### src/rtl/paralelo_serial_param_pkg.sv
// paralelo_serial_param_pkg: link-wide defaults, bit-order encoding and bit selection helper
package paralelo_serial_param_pkg;
  localparam int DEF_WIDTH = 8;
  localparam int DEF_DEPTH = 4;
  localparam logic [7:0] DEF_IDLE_SYM = 8'hBC;
  localparam bit ORDER_MSB_FIRST = 1'b1;
  localparam bit ORDER_LSB_FIRST = 1'b0;
  function automatic int bit_sel(int cnt, int width, bit msb_first);
    return msb_first ? width - 1 - cnt : cnt;
  endfunction
endpackage

### src/rtl/fifo_sinc_param.sv
// fifo_sinc_param: synchronous FIFO with combinational head on rd_data
module fifo_sinc_param #(
  parameter int WIDTH = 8,
  parameter int DEPTH = 4
)(
  input  logic             clk_32f,
  input  logic             reset,
  input  logic             push,
  input  logic             pop,
  input  logic [WIDTH-1:0] wr_data,
  output logic [WIDTH-1:0] rd_data,
  output logic             full,
  output logic             empty
);
  localparam int AW = $clog2(DEPTH);
  localparam int CNTW = AW + 1;
  logic [WIDTH-1:0] mem [DEPTH];
  logic [AW-1:0] wr_ptr, rd_ptr;
  logic [CNTW-1:0] count;
  logic do_push, do_pop;
  always_comb begin
    full = count == CNTW'(DEPTH);
    empty = count == '0;
    do_push = push && !full;
    do_pop = pop && !empty;
    rd_data = mem[rd_ptr];
  end
  always_ff @(posedge clk_32f) begin
    if (reset) begin
      wr_ptr <= '0;
      rd_ptr <= '0;
      count <= '0;
    end else begin
      if (do_push) mem[wr_ptr] <= wr_data;
      wr_ptr <= wr_ptr + AW'(do_push);
      rd_ptr <= rd_ptr + AW'(do_pop);
      count <= count + CNTW'(do_push) - CNTW'(do_pop);
    end
  end
endmodule

### src/rtl/paralelo_serial_param.sv
// paralelo_serial_param: buffered parallel-to-serial converter that fills empty slots with IDLE_SYM
module paralelo_serial_param
  import paralelo_serial_param_pkg::*;
#(
  parameter int WIDTH = DEF_WIDTH,
  parameter int DEPTH = DEF_DEPTH,
  parameter logic [WIDTH-1:0] IDLE_SYM = WIDTH'(DEF_IDLE_SYM),
  parameter bit MSB_FIRST = ORDER_MSB_FIRST
)(
  input  logic             clk_32f,
  input  logic             reset,
  input  logic [WIDTH-1:0] data_in,
  input  logic             valid_in,
  output logic             ready_out,
  output logic             data_out,
  output logic [WIDTH-1:0] data2send,
  output logic             word_start,
  output logic             idle_out
);
  localparam int CW = $clog2(WIDTH);
  localparam logic [CW-1:0] LAST = CW'(WIDTH - 1);
  logic [CW-1:0] cnt, idx;
  logic [WIDTH-1:0] head;
  logic full, empty, push, pop, boundary;
  always_comb begin
    boundary = cnt == LAST;
    push = valid_in && ready_out;
    pop = boundary && !empty;
    idx = CW'(bit_sel(int'(cnt), WIDTH, MSB_FIRST));
  end
  assign ready_out = !full;
  assign data_out = data2send[idx];
  assign word_start = cnt == '0;
  fifo_sinc_param #(.WIDTH(WIDTH), .DEPTH(DEPTH)) u_fifo (
    .clk_32f(clk_32f),
    .reset(reset),
    .push(push),
    .pop(pop),
    .wr_data(data_in),
    .rd_data(head),
    .full(full),
    .empty(empty)
  );
  // The load decision uses pre-edge emptiness, so a word pushed on the boundary waits a full word.
  always_ff @(posedge clk_32f) begin
    if (reset) begin
      cnt <= '0;
      data2send <= IDLE_SYM;
      idle_out <= 1'b1;
    end else begin
      cnt <= boundary ? '0 : cnt + CW'(1);
      if (boundary) begin
        data2send <= empty ? IDLE_SYM : head;
        idle_out <= empty;
      end
    end
  end
endmodule

### config.mk
export PLATFORM = sky130hd
export DESIGN_NAME = paralelo_serial_param
export DESIGN_NICKNAME = d
export VERILOG_FILES = /design/src/rtl/paralelo_serial_param_pkg.sv /design/src/rtl/fifo_sinc_param.sv /design/src/rtl/paralelo_serial_param.sv
export SDC_FILE = /design/constraint.sdc
export NUM_CORES = 1
export LEC_CHECK = 0
export BUFFER_PORTS_ARGS = -buffer_cell sky130_fd_sc_hd__buf_2
export CORE_MARGIN = 3
export CORE_UTILIZATION = 40
export CTS_CLUSTER_SIZE = 24
export DETAILED_ROUTE_END_ITERATION = 8
export PLACE_DENSITY = 0.58
export SETUP_SLACK_MARGIN = 0.02
export SYNTH_ARGS = -nofsm -noshare
export SYNTH_HDL_FRONTEND = slang
export SYNTH_SLANG_ARGS = --single-unit
### constraint.sdc
create_clock -name clk_32f -period 2.7 [get_ports clk_32f]
set_input_delay 0.27 -clock clk_32f [delete_from_list [all_inputs] [get_ports clk_32f]]
set_output_delay 0.27 -clock clk_32f [all_outputs]
set_load 0.01 [all_outputs]
==> results.tsv <==
metric	value	unit
worst slew pin tran	620.1	ps
worst endpoint required time	2890	ps
DP HPWL	2.380	mm
Die Ht	76.26	um
Worst EP arrival	2590	ps
Final setup viols	0	
Netlist cell types	25	
port buffer count	22	
critical path type	reg -> reg	
area leader, netlist	edfxtp_1	
Fin Hold WS	174.2	ps
routing usage on met3	0.04019	
setup tns final	0	ps
Tmin final	2396	ps
Ant. Diodes	0	
Pre-antenna DRT Iters	4	
GRT Total Usage	0.1189	
Post-DRT Antenna Nets	0	
total clock sinks	51	
RSZ-0062 raised after global routing	no	
worst-path fanout max	5	
Resize count post-CTS	0	
final hold violations	0	
CTS buffer count	5	
Synth area leaders	edfxtp_1 49%, dfxtp_1 19%, mux4_2 11%, ha_1 3.2%, o22a_1 2.2%	
Horiz. Die Dim	76.26	um
MaxCap Viol Count	0	
status	complete, no violations	
final period utilization	0.8875	
CTS clk-pin slew, worst paths	90	ps
GR peak layer	met2	
Final Net Count	165	
wire length per cell	15.42	um
synthesis-to-finish area growth	15.84	%
min-delay worst type	in -> reg	
CP startpoint kind	flop	
largest net degree at the start of global routing	18	
met2 GRT Util	0.1986	
share of cells above drive strength 1	0.3221	
Avg Cell Area, Syn	16.59	um^2
initial antenna violation count	0	
CTS tree	built	
most frequent cells in the layout	32 x edfxtp_1, 22 x buf_2, 19 x dfxtp_1, 10 x mux4_2, 9 x nor2_1	
WL final	3.299	mm
element type at the critical path end	flop	
Clk Latency, worst-skew pair	300	ps
post-synthesis register bit count	51	
clock root buffer	clkbuf_8	
Pwr Total	1.599	mW
Non-Filler Instances	214	
Fmax	0.4173	GHz
Post-Synthesis Cells	119	
Max-slew headroom	0.5861	
leakage	0.8012	nW
power density over the cells	698.9	nW/um^2
routed vias/inst	4.953	
Synth Cell Area	1974	um^2
RePlAce Congestion	0.6995	
Initial DRC Count	66	
Synth Warn #	0	
Post-Syn Nets	136	
DR vias	1060	
most common cell after layout, fill and taps aside	edfxtp_1	
global routing usage on met1	0.1451	
Core Region	4564	um^2
sequential fraction of the synthesis area	0.6793	
H-tree levels	2	
row count	24	
final slew viol count	0	
peak supply drop	0.3856	mV
starting density of the core	0.4326	
die footprint	5815	um^2
CTS max path bufs	2	
Residual DRC	0	
Post-CTS Setup Inserts	0	
Inst Count DP	206	
IO Pins	23	
first-pass GRT wire length	5.368	mm
Layout Skew	8.821	ps
vias in the first global route	1092	
number of hold buffers added after CTS	0	
post-synth top area share	0.4867	
total grt overflow	0	
==> per-stage QoR <==
| stage | setup WS, ps | cell area (um^2) | util |
|---|---|---|---|
| 2_1_floorplan | 526.9 | 1974 | - |
| 3_3_place_gp | 449.8 | 2172 | 0.4759 |
| 3_5_place_dp | 301.0 | 2172 | 0.4759 |
| 4_1_cts | 289.5 | 2287 | 0.5011 |
| 5_1_grt | 139.2 | 2287 | 0.5011 |
| 6_report | 303.6 | 2287 | 0.5011 |
==> worst paths after layout <==
kind | startpoint | to | slack, ps | depth (start not counted)
worst max-delay path | cnt[0]$_SDFF_PP0_ | u_fifo.count[2]$_SDFF_PP0_ | 300 | 10
worst min-delay path | data_in[4] | u_fifo.mem[2][4]$_DFFE_PP_ | 170 | 1
worst max register to register | cnt[0]$_SDFF_PP0_ | u_fifo.count[2]$_SDFF_PP0_ | 300 | 10
worst min register to register | idle_out$_SDFFE_PP1N_ | idle_out$_SDFFE_PP1N_ | 480 | 2
==> area by class of cell <==
cell class / count / area [um^2]
clock buffers: 5 / 68.82
clock inverters: 3 / 46.29
fillers: 408 / 2277
inverters: 6 / 22.52
multi-input cells: 58 / 586.8
flip-flops and latches: 51 / 1341
well taps: 65 / 81.33
repair buffers: 26 / 140.1
==> worst max-delay path, cell delays in order (launching register included) <==
cell      delay (ps)
dfxtp_1          370
ha_1             220
ha_1             230
o31ai_1          150
nand2b_1         220
o21ai_0          110
ha_1             210
fa_1             390
xnor2_1          200
xnor2_1          150
nor2_1            50
==> logic make-up after synthesis <==
group / synth area share
xor+xnor: 0.02218
compound gates: 0.04626
flops: 0.6793
mux: 0.1198
fa+ha+maj: 0.04183
simple gates: 0.06718
buf+inv: 0.02345
==> flip-flops by register name, summed over array words and instances (netlist names) <==
signal and count:
data2send 8, u_fifo.rd_ptr 2, u_fifo.count 3, cnt 3
u_fifo.wr_ptr 2, idle_out 1, u_fifo.mem 32
==> per-layer routing <==
| metal | up-vias | wire length (um) |
|---|---|---|
| met5 | - | 0 |
| met4 | 0 | 38 |
| met3 | 7 | 171 |
| met2 | 32 | 1579 |
| met1 | 517 | 1509 |
| li1 | 504 | - |
==> power breakdown <==
| group | leakage [nW] | internal, mW | switching (mW) | total (mW) |
|---|---|---|---|---|
| clock network | 0.0548 | 0.279 | 0.250 | 0.529 |
| logic | 0.301 | 0.0793 | 0.0792 | 0.159 |
| registers | 0.445 | 0.879 | 0.0320 | 0.911 |
==> cells in the mapped netlist <==
master    instances
fa_1              1
o311ai_0          1
and2_1            3
clkbuf_1          2
o31ai_1           1
nor2_1            9
o21ai_0           1
xor2_1            2
dfxtp_1          19
or2_2             2
a22o_1            3
nand2b_1          1
clkbuf_2          1
or3b_2            1
o22a_1            5
mux2_2            1
xnor2_1           3
inv_1             6
ha_1              5
nor3_1            4
nand3b_1          1
edfxtp_1         32
mux4_2           10
buf_6             1
nor2b_1           4
Note: power is estimated with default switching activity, not from simulation.
